File: config.mk
export PLATFORM = sky130hd
export DESIGN_NAME = bank_rd_sched
export DESIGN_NICKNAME = d
export VERILOG_FILES = /design/src/rtl/data_router_pkg.sv /design/src/rtl/bank_rd_sched_out_stage.sv /design/src/rtl/bank_rd_sched.sv
export SDC_FILE = /design/constraint.sdc
export NUM_CORES = 1
export LEC_CHECK = 0
export CORE_MARGIN = 5
export CORE_UTILIZATION = 35
export DETAILED_ROUTE_END_ITERATION = 7
export PLACE_DENSITY_LB_ADDON = 0.1
export SLEW_MARGIN = 15
export SYNTH_ARGS = -nofsm -noshare
export SYNTH_HDL_FRONTEND = slang
export SYNTH_SLANG_ARGS = --single-unit
File: constraint.sdc
create_clock -name clk -period 6 [get_ports clk]
set_input_delay 1.2 -clock clk [delete_from_list [all_inputs] [get_ports clk]]
set_output_delay 1.2 -clock clk [all_outputs]
set_load 0.01 [all_outputs]
File: src/rtl/data_router_pkg.sv
// Shared types for the data-router read path.
//   sched_state_e : read scheduler FSM states
//   BANKW         : width of every bank select in the router (fixed at 2 bits)
//   bank_sel_t    : bank select type
package data_router_pkg;

  typedef enum logic [2:0] {
    IDLE,
    WAIT,
    READ,
    DRAIN,
    FIN
  } sched_state_e;

  localparam int unsigned BANKW = 2;

  typedef logic [BANKW-1:0] bank_sel_t;

endpackage

File: src/rtl/bank_rd_sched_out_stage.sv
// rd_out_stage: one-deep valid/ready register that sits behind the bank
// buffers' 1-cycle read. It carries the bank select and last flags for the
// word the buffer returns, and pulses bank_release when a visit's final
// word is accepted downstream.
//
// Ports:
//   clk, rst          clock, synchronous active-high reset
//   issue             a buffer read is issued this cycle
//   issue_bank        bank of the issued read
//   issue_last_bank   issued word is the last of its bank visit
//   issue_last        issued word is the last of the job
//   out_ready         downstream accepts the current word
//   out_valid         returned word valid
//   bank              mux select aligned with the returned word
//   out_last_bank     returned word is the last of its bank visit
//   out_last          returned word is the last of the job
//   bank_release      one-hot pulse: bank fully consumed
module rd_out_stage
  import data_router_pkg::*;
#(
  parameter int unsigned POY = 3
) (
  input  logic           clk,
  input  logic           rst,
  input  logic           issue,
  input  bank_sel_t      issue_bank,
  input  logic           issue_last_bank,
  input  logic           issue_last,
  input  logic           out_ready,
  output logic           out_valid,
  output bank_sel_t      bank,
  output logic           out_last_bank,
  output logic           out_last,
  output logic [POY-1:0] bank_release
);

  logic fire_last_bank;

  // The scheduler only issues when this register is empty or draining,
  // so a new issue never overwrites a word that has not been accepted.
  always_ff @(posedge clk) begin
    if (rst) begin
      out_valid     <= 1'b0;
      bank          <= '0;
      out_last_bank <= 1'b0;
      out_last      <= 1'b0;
    end else if (issue) begin
      out_valid     <= 1'b1;
      bank          <= issue_bank;
      out_last_bank <= issue_last_bank;
      out_last      <= issue_last;
    end else if (out_ready) begin
      out_valid <= 1'b0;
    end
  end

  assign fire_last_bank = out_valid && out_ready && out_last_bank;

  // Release follows acceptance of the final word, not its issue, so the
  // writer cannot refill a bank whose last word is still in flight.
  always_comb begin
    bank_release = '0;
    for (int unsigned i = 0; i < POY; i++) begin
      bank_release[i] = fire_last_bank && (bank == bank_sel_t'(i));
    end
  end

endmodule

File: src/rtl/bank_rd_sched.sv
// bank_rd_sched: read scheduler for the POY-bank output-row buffers feeding
// the data-router bank mux. Rotates the read bank 0..POY-1, reads cfg_len
// words per bank visit, repeats cfg_passes rotations, and presents each
// returned word with a bank select aligned to the buffer's 1-cycle latency.
//
// Ports:
//   clk, rst       clock, synchronous active-high reset
//   start          one-cycle pulse, begins a job when idle
//   cfg_len        words per bank visit (sampled at start)
//   cfg_passes     full rotations per job (sampled at start)
//   bank_ready     per-bank level: bank filled and readable
//   bank_release   per-bank pulse: bank fully consumed
//   rd_en/rd_bank/rd_addr  buffer read strobe, bank and word address
//   bank           mux select aligned with returned data
//   out_valid/out_ready    output word handshake
//   out_last_bank  last word of the bank visit
//   out_last       last word of the job
//   busy           job in progress
//   done           one-cycle pulse at job end
module bank_rd_sched
  import data_router_pkg::*;
#(
  parameter int unsigned POY = 3,
  parameter int unsigned AW  = 8,
  parameter int unsigned PW  = 8
) (
  input  logic             clk,
  input  logic             rst,
  input  logic             start,
  input  logic [AW-1:0]    cfg_len,
  input  logic [PW-1:0]    cfg_passes,
  input  logic [POY-1:0]   bank_ready,
  output logic [POY-1:0]   bank_release,
  output logic             rd_en,
  output logic [BANKW-1:0] rd_bank,
  output logic [AW-1:0]    rd_addr,
  output logic [BANKW-1:0] bank,
  output logic             out_valid,
  input  logic             out_ready,
  output logic             out_last_bank,
  output logic             out_last,
  output logic             busy,
  output logic             done
);

  sched_state_e  state;
  logic [AW-1:0] len_q;
  logic [AW-1:0] addr;
  logic [PW-1:0] passes_q;
  logic [PW-1:0] pass;
  bank_sel_t     bank_cnt;
  logic          busy_q;
  logic          done_q;

  logic ready_cur;
  logic out_free;
  logic issue;
  logic visit_end;
  logic bank_wrap;
  logic last_pass;
  logic issue_last;

  // bank_cnt never exceeds POY-1; the loop keeps the select in range for POY < 4.
  always_comb begin
    ready_cur = 1'b0;
    for (int unsigned i = 0; i < POY; i++) begin
      if (bank_cnt == bank_sel_t'(i)) ready_cur = bank_ready[i];
    end
  end

  assign out_free   = !out_valid || out_ready;
  assign issue      = (state == READ) && ready_cur && out_free;
  assign visit_end  = (addr == len_q - AW'(1));
  assign bank_wrap  = (bank_cnt == bank_sel_t'(POY - 1));
  assign last_pass  = (pass == passes_q - PW'(1));
  assign issue_last = visit_end && bank_wrap && last_pass;

  // The read strobe is combinational so the word lands in the output
  // register exactly one cycle later, alongside its registered bank select.
  assign rd_en   = issue;
  assign rd_bank = issue ? bank_cnt : '0;
  assign rd_addr = issue ? addr : '0;

  assign busy = busy_q;
  assign done = done_q;

  always_ff @(posedge clk) begin
    if (rst) begin
      state    <= IDLE;
      len_q    <= '0;
      passes_q <= '0;
      addr     <= '0;
      pass     <= '0;
      bank_cnt <= '0;
      busy_q   <= 1'b0;
      done_q   <= 1'b0;
    end else begin
      unique case (state)
        IDLE: begin
          done_q <= 1'b0;
          if (start) begin
            if ((cfg_len != '0) && (cfg_passes != '0)) begin
              len_q    <= cfg_len;
              passes_q <= cfg_passes;
              addr     <= '0;
              pass     <= '0;
              bank_cnt <= '0;
              busy_q   <= 1'b1;
              state    <= WAIT;
            end else begin
              done_q <= 1'b1;
              state  <= FIN;
            end
          end
        end
        WAIT: begin
          if (ready_cur) state <= READ;
        end
        READ: begin
          if (issue) begin
            if (visit_end) begin
              addr <= '0;
              if (bank_wrap) begin
                bank_cnt <= '0;
                if (!last_pass) pass <= pass + PW'(1);
              end else begin
                bank_cnt <= bank_cnt + bank_sel_t'(1);
              end
              state <= issue_last ? DRAIN : WAIT;
            end else begin
              addr <= addr + AW'(1);
            end
          end
        end
        DRAIN: begin
          if (out_valid && out_ready && out_last) begin
            busy_q <= 1'b0;
            done_q <= 1'b1;
            state  <= FIN;
          end
        end
        FIN: begin
          done_q <= 1'b0;
          state  <= IDLE;
        end
        default: state <= IDLE;
      endcase
    end
  end

  rd_out_stage #(
    .POY(POY)
  ) u_out_stage (
    .clk            (clk),
    .rst            (rst),
    .issue          (issue),
    .issue_bank     (bank_cnt),
    .issue_last_bank(visit_end),
    .issue_last     (issue_last),
    .out_ready      (out_ready),
    .out_valid      (out_valid),
    .bank           (bank),
    .out_last_bank  (out_last_bank),
    .out_last       (out_last),
    .bank_release   (bank_release)
  );

endmodule

-- Word-level counts from Yosys, hierarchy flattened
Index checks and enable logic that the tools add are counted.
- register bits: 44
- bits of input ports: 23
- output and inout bits: 21
- word-level logic and storage cells: 103
- add/subtract/negate cells: 5
- eq/ne operators: 18
- multiplexer cells: 39
- reductions and logical operators: 29
- operators with widths (kind ; count):
    $mux 8 ; 9
    $pmux 8 s2 ; 2
    $mux 3 ; 6
    $add 8x1->8 const B ; 2
    $eq 8x8->1 ; 2
    $reduce_bool 8->1 ; 2
    $sub 8x1->8 const B ; 2
    $mux 2 ; 7
    $ne 2x2->1 const B ; 7
    $pmux 3 s4 ; 1
    $logic_and 1x1->1 ; 11
    $mux 1 ; 11
    $reduce_and 5->1 ; 2
    $reduce_and 4->1 ; 2
    $reduce_and 7->1 ; 1
    $eq 3x2->1 const B ; 2
    $reduce_bool 2->1 ; 3
    $eq 2x1->1 const B ; 2
    $eq 2x2->1 const B ; 2
    $logic_not 2->1 ; 2
    $pmux 2 s2 ; 1
    $eq 3x1->1 const B ; 1
    $eq 3x3->1 const B ; 1
    $logic_not 3->1 ; 1
    other kinds (9) ; 9

-- Longest topological paths before layout
Gate-level depths: netlist of the first run.
- depth after elaboration: 8
- mapped depth: 12
- depth with buffers taken out: 10

-- By module
A second synthesis of the first run with hierarchy kept.
- cells, all modules: 311
- area total of the unflattened synthesis: 2627.5 um2
- by module, submodules not included (module ; times used ; cells an instance ; area each (um2) ; sequential area each (um2)):
    bank_rd_sched ; 1 ; 287 ; 2413.6 ; 780.7
    rd_out_stage ; 1 ; 24 ; 214.0 ; 100.1

-- Worst setup path after synthesis of the first run
Ideal clock, no wire load.
- kind: input port to output port
- from: input bank_ready[2]
- to: output rd_addr[0]
- arrival: 2.201 ns
- data required time: 4.800 ns
- setup slack: 2.599 ns
- stages: 6
- path buffers: 1
- path through: mux2i_1 -> o21ai_1 -> nand3_1 -> nor2b_1 -> clkbuf_1 -> and2_1
- word-level cells in the longest chain between the ends: 4
- ends and longest elaborated chain (element ; line ; text):
    start, declared ; bank_rd_sched.sv:32 ; input logic [POY-1:0] bank_ready,
    $mux 1 ; bank_rd_sched.sv:67 ; if (bank_cnt == bank_sel_t'(i)) ready_cur = bank_ready[i];
    $logic_and 1x1->1 (2 in series) ; bank_rd_sched.sv:72 ; assign issue = (state == READ) && ready_cur && out_free;
    net rd_en ; bank_rd_sched.sv:34 ; output logic rd_en,
    $mux 8 ; bank_rd_sched.sv:82 ; assign rd_addr = issue ? addr : '0;
    end, declared ; bank_rd_sched.sv:36 ; output logic [AW-1:0] rd_addr,
The timed path passes the listed nets, and every way through them passes these cells.

-- Worst setup path after layout of the first run
- from: input bank_ready[2]
- to: output rd_bank[1]
- word-level cells in the longest chain between the ends: 4
- ends and longest elaborated chain (element ; line ; text):
    $mux 1 ; bank_rd_sched.sv:67 ;
    $logic_and 1x1->1 (2 in series) ; bank_rd_sched.sv:72 ;
    $mux 2 ; bank_rd_sched.sv:81 ; assign rd_bank = issue ? bank_cnt : '0;
    end, declared ; bank_rd_sched.sv:35 ; output logic [BANKW-1:0] rd_bank,
Every way passes these cells.

==> results of run 1 <==
[state kept, by name, indices dropped and copies added (netlist names), 2 cells and up]
signal            cells
state                 3
addr                  8
passes_q              8
pass                  8
bank_cnt              2
u_out_stage.bank      2
len_q                 8
[stage by stage]
stage / power (mW) / setup WS, ns
6_report: 0.870 / 1.30
2_1_floorplan: 0.602 / 2.60
3_5_place_dp: 0.681 / 1.27
4_1_cts: 0.881 / 1.27
5_1_grt: 0.934 / 1.13
3_3_place_gp: 0.679 / 1.33
[worst max path at each step]
stage	from	endpoint	slack, ns
finish	bank_ready[2]	rd_bank[1]	1.30
global route	bank_ready[0]	rd_bank[1]	1.13
CTS	bank_ready[2]	rd_bank[1]	1.27
detailed placement	bank_ready[2]	rd_bank[1]	1.27
global placement	bank_ready[2]	rd_bank[0]	1.33
floorplan	bank_ready[2]	rd_addr[0]	2.60
[cells by family after synthesis]
| logic type | count (synthesis) |
|---|---|
| simple gates | 132 |
| compound gates | 42 |
| flops | 44 |
| buf+inv | 26 |
| xor+xnor | 28 |
| mux | 22 |
| fa+ha+maj | 4 |
[power by group through the flow]
stage                     Sequential [mW]  Combinational [mW]  Clock, mW
after floorplan                     0.357               0.246          0
after global placement              0.375               0.303          0
after detailed placement            0.376               0.305          0
after CTS                           0.369               0.307      0.205
after global routing                0.377               0.338      0.219
final                               0.369               0.304      0.197
[worst register-to-register path: stages (launching register included)]
cell      delay [ns]
dfxtp_1         0.39
nor2_1          0.37
nand3_1         0.16
nor2b_1         0.71
and4_1          0.53
o221ai_1        0.31
nand2b_1        0.36
nor2_1          0.09
[per-layer routing]
metal	wire, um	share of wire (%)	vias up
li1	-	-	1119
met1	3060	51	971
met2	2580	43	41
met3	266	4.4	7
met4	82	1.4	0
met5	0	0	-
[cell usage after synthesis (all sizes together) (2+ instances only)]
library cell	number	area, um^2
dfxtp	44	881
nand4	10	62.6
nand3b	5	37.5
and3	4	25.0
buf	3	15.0
nor4b	2	17.5
and3b	2	20.0
xor2	16	140
inv	9	33.8
o211ai	5	47.5
o2111ai	2	17.5
mux2i	22	220
a31oi	5	31.3
nor2	40	150
xnor2	12	105
ha	4	50.1
clkbuf	14	53.8
nand2b	5	31.3
nor3b	5	37.5
a21boi	2	15.0
nand3	5	25.0
nor2b	4	25.0
or3	5	36.3
a211oi	2	15.0
a2111oi	3	45.1
a21oi	8	43.8
and2	12	75.1
o21a	2	15.0
nor3	8	40.0
o21ai	6	30.0
nor4	6	43.8
nand2	15	56.3
[layout by cell type (no fill, tap or decap), drive strengths merged, types with 3 or more instances in the layout]
master,n
clkdlybuf4s50,43
nor4,6
xor2,16
mux2i,22
o211ai,5
clkbuf,8
nand4,10
nand2b,5
dfxtp,44
nand2,15
or3,5
nor3b,5
a31oi,5
inv,9
nand3,5
xnor2,12
ha,4
nor3,8
nor2b,4
nand3b,5
nor2,40
a21oi,8
and3,4
and2,12
a2111oi,3
o21ai,6
[area by class of cell]
cell class / instances / area share, %
timing repair buffer: 45 / 14.2
multi-input combinational: 228 / 49.7
inverter: 9 / 1.08
clock buffer: 8 / 2.88
sequential: 44 / 28.2
tap: 99 / 3.96
==> metrics.txt, run 1 <==
status=finished, final reports clean; WL per Instance=13.8 um; die area=9050 um^2; pins over their slew limit=0; Layout area overhead=23.3%; Core Util, Final=43.8%; max_cap viols=0; vias in the first global route=2072; All-Layer GR Usage=13.9%; Initial Util=35.5%; Vias/cell=4.94; RR Endpoint=addr[2]; placed cell area=3040 um^2; HPWL after DPL=4.34 mm; Tightest Hold Check Type=flop to flop; GRT met1 Usage=19.0%; final hold slack=0.529 ns; via count=2138; worst rel slew slack=30.9%; gr ovfl total=0; first-pass GRT wire length=9.97 mm; Final period util=78.3%; Crit Path Class=primary input to output pin; multiplexer share of the synthesized area=8.68%; initial antenna violation count=0; Core ar.=7140 um^2; Buffers on Ports=43; clk sinks=44; combinational family with the most area after synthesis=simple AND/OR/NAND/NOR gates; Worst R2R Start=state[0]; # Post-CTS Setup Buffers=0; Post-synth ARST share=0%; Crit path max-delay family=simple AND/OR/NAND/NOR gates; num ports=44; initial drt markers=68; Crit-path slowest cell=nor2b_1; ANT cells=0; clk_lat worst skew=0.30 ns; Flop pwr share=42.4%; Ys Warns=0; Req. time, crit path=4.80 ns; cell count after synthesis=298; clock transition at the registers of the reported paths=0.08 ns; Final TNS setup=0 ns; footprint of the multi-input gates=1550 um^2; RD Place Congestion=0.786; Cell Rows=31; met2 Usage GRT=21.2%; Synth Area in Compound Gates=12.7%; die height=95.1 um; CTS Root Cell=clkbuf_8; fill cell count=772; post-synthesis xor/xnor area fraction=9.67%; Layout Skew=0.00727 ns; Final Non-Filler Cells=433; Final Hold Fails=0; register area share after synthesis=34.7%; Nets=360; number of distinct library cells after synthesis=50; VDD IR max=0.000176 V; final setup violation count=0; CP endpoint kind=output pin; NetSw=304 uW; Tmin final=4.70 ns; CP cell instances=clkdlybuf4s50_1 -> mux2i_1 -> o21ai_1 -> nand3_1 -> nor2b_1 -> and2_1 -> clkdlybuf4s50_1; Sw Share=35.0%; total CTS buffers=5; drt drc=0; CTS Buffer Depth=2; Reg area=881 um^2; adder-cell area share of the yosys netlist=1.97%; combinational share of power=34.9%; maximum number of pins on one net before global-route repair=33; synthesis-stage register bit count=44; internal power component=566 uW; Fmax achieved=213 MHz; placed cells=425; Avg Cell Area, Syn=8.51 um^2; PD cells=278 nW/um^2; CTS tree=built; Worst Path Max Fanout=14; hold_buf cts=0; Static Leak=1.18 nW; FF-to-FF path depth=7; FF-to-FF setup slack=2.98 ns; Critical Path AT=3.50 ns; Mapped Nets=325; power share of the clock group=22.7%; grt peak-use layer=met2; Most Frequent Cell on Critical Path=clkdlybuf4s50_1; DRT antenna net count=0; Gates resized, CTS repair=0; top_reg_cell synth=dfxtp_1; WHS Path Cells=2; actual slew at the worst max-slew pin=1.03 ns; total wire length=5.99 mm; Synth Area in Simple Gates=28.2%; mapped cell area=2540 um^2; startpoint types=primary input; Die X=95.1 um; # H-tree levels=2; Crit path largest cell delay=0.71 ns; hold wc startpoint=u_out_stage.out_valid; CP Depth=7; Critical path buffers and inverters=2; Endpoint, Worst Hold=u_out_stage.out_valid; layout cell share with drive strength beyond 1=5.99%; RSZ-0062 raised after global routing=false; design area=3130 um^2; DR pass1 iterations=4; Post-synth EDFFs=0; grt met3 use=3.47%
No activity file was read; power rests on OpenSTA's default activity.
==> run 2, diff against run 1 <==
==> constraint.sdc (replaced) <==
create_clock -name clk -period 3.92 [get_ports clk]
set_input_delay 0.784 -clock clk [delete_from_list [all_inputs] [get_ports clk]]
set_output_delay 0.784 -clock clk [all_outputs]
set_load 0.01 [all_outputs]
==> metrics.txt, run 2 (synthesis results as in run 1) <==
NetSw=474 uW; CP endpoint kind=output pin; Die X=95.1 um; clk sinks=44; grt met3 use=2.92%; die area=9050 um^2; Nets=362; fill cell count=738; FF-to-FF setup slack=1.29 ns; Crit-path slowest cell=clkdlybuf4s50_1; PD cells=438 nW/um^2; internal power component=913 uW; All-Layer GR Usage=13.8%; Buffers on Ports=43; Layout Skew=0.00559 ns; gr ovfl total=0; hold wc startpoint=pass[6]; via count=2164; die height=95.1 um; Worst Path Max Fanout=14; Reg area=881 um^2; total wire length=5.93 mm; Layout area overhead=24.7%; worst setup path startpoint=bank_ready[2]; Worst R2R Start=passes_q[0]; final setup violation count=0; DR pass1 iterations=4; Core ar.=7140 um^2; # H-tree levels=2; GRT met1 Usage=19.9%; footprint of the multi-input gates=1550 um^2; Tmin final=3.40 ns; HPWL after DPL=4.40 mm; CTS Buffer Depth=2; CP cell instances=clkdlybuf4s50_1 -> mux2i_1 -> o21ai_1 -> nand3_1 -> nor2b_1 -> buf_4 -> and2_1 -> clkdlybuf4s50_1; Static Leak=1.20 nW; Fmax achieved=294 MHz; Req. time, crit path=3.14 ns; status=finished, final reports clean; RR Endpoint=pass[5]; Vias/cell=4.97; Crit path largest cell delay=0.55 ns; commonest non-fill, non-tap cell in the layout=dfxtp_1; Crit Path Class=primary input to output pin; ANT cells=0; WHS Path Cells=2; Final TNS setup=0 ns; hold_buf cts=0; startpoint types=primary input; initial antenna violation count=0; RSZ-0062 raised after global routing=false; power share of the clock group=25.5%; CTS Root Cell=clkbuf_8; FF-to-FF path depth=10; Critical Path AT=2.62 ns; final hold slack=0.519 ns; Flop pwr share=40.8%; max_cap viols=0; actual slew at the worst max-slew pin=0.651 ns; grt peak-use layer=met2; DRT antenna net count=0; Sw Share=34.2%; RD Place Congestion=0.758; Gates resized, CTS repair=0; first-pass GRT wire length=9.98 mm; clock transition at the registers of the reported paths=0.08 ns; Final Hold Fails=0; Endpoint, Worst Hold=pass[6]; Initial Util=35.5%; placed cells=427; Critical path buffers and inverters=3; clk_lat worst skew=0.30 ns; pins over their slew limit=0; Final Non-Filler Cells=435; met2 Usage GRT=20.8%; drt drc=0; Cell Rows=31; maximum number of pins on one net before global-route repair=20; num ports=44; total CTS buffers=5; CTS tree=built; combinational share of power=33.7%; Most Frequent Cell on Critical Path=clkdlybuf4s50_1; # Post-CTS Setup Buffers=0; commonest cells after routing, fill and taps aside=dfxtp_1 (44), clkdlybuf4s50_1 (43), nor2_1 (40); Crit path max-delay family=buffers and inverters; vias in the first global route=2003; Final period util=86.8%; VDD IR max=0.000177 V; layout cell share with drive strength beyond 1=7.14%; worst rel slew slack=56.4%; Tightest Hold Check Type=flop to flop; Core Util, Final=44.3%; WL per Instance=13.6 um; initial drt markers=66
[run 2: per-layer routing]
layer  wire [um]  vias to the layer above
li1            -                     1127
met1        3100                      996
met2        2550                       35
met3         217                        6
met4          66                        0
met5           0                        -
[run 2: worst max-delay path by stage]
stage / slack [ns] / cells past startpoint / endpoint
after floorplan: 1.35 / 5 / len_q[5]
after global placement: 0.53 / 8 / rd_bank[1]
after detailed placement: 0.50 / 8 / rd_bank[1]
after CTS: 0.50 / 8 / rd_bank[1]
after global routing: 0.39 / 8 / rd_bank[1]
final: 0.52 / 8 / rd_bank[1]
[run 2: final cells by class]
class                      instances  area share, %
multi-input combinational        228           49.1
sequential                        44           27.8
timing repair buffer              47           14.6
tap                               99           3.92
clock buffer                       5           2.18
clock inverter                     3           1.34
inverter                           9           1.07
[run 2: through the flow]
| step | cell area [um^2] | total power [mW] | setup WS [ns] |
|---|---|---|---|
| 3_5_place_dp | 3050 | 1.04 | 0.497 |
| 4_1_cts | 3160 | 1.41 | 0.497 |
| 3_3_place_gp | 3050 | 1.04 | 0.527 |
| 6_report | 3160 | 1.39 | 0.516 |
| 5_1_grt | 3160 | 1.49 | 0.391 |
| 2_1_floorplan | 2540 | 0.922 | 1.35 |
[run 2: worst min-delay path, stage by stage, from the launching register on]
cell and delay, ns:
dfxtp_1 0.34, o21ai_0 0.08, a21boi_1 0.06
[run 2: power groups by stage]
stage / logic, mW / registers (mW) / clock network (mW)
global placement: 0.466 / 0.575 / 0
finish: 0.468 / 0.565 / 0.354
detailed placement: 0.468 / 0.575 / 0
global route: 0.527 / 0.576 / 0.389
CTS: 0.471 / 0.565 / 0.371
floorplan: 0.376 / 0.546 / 0
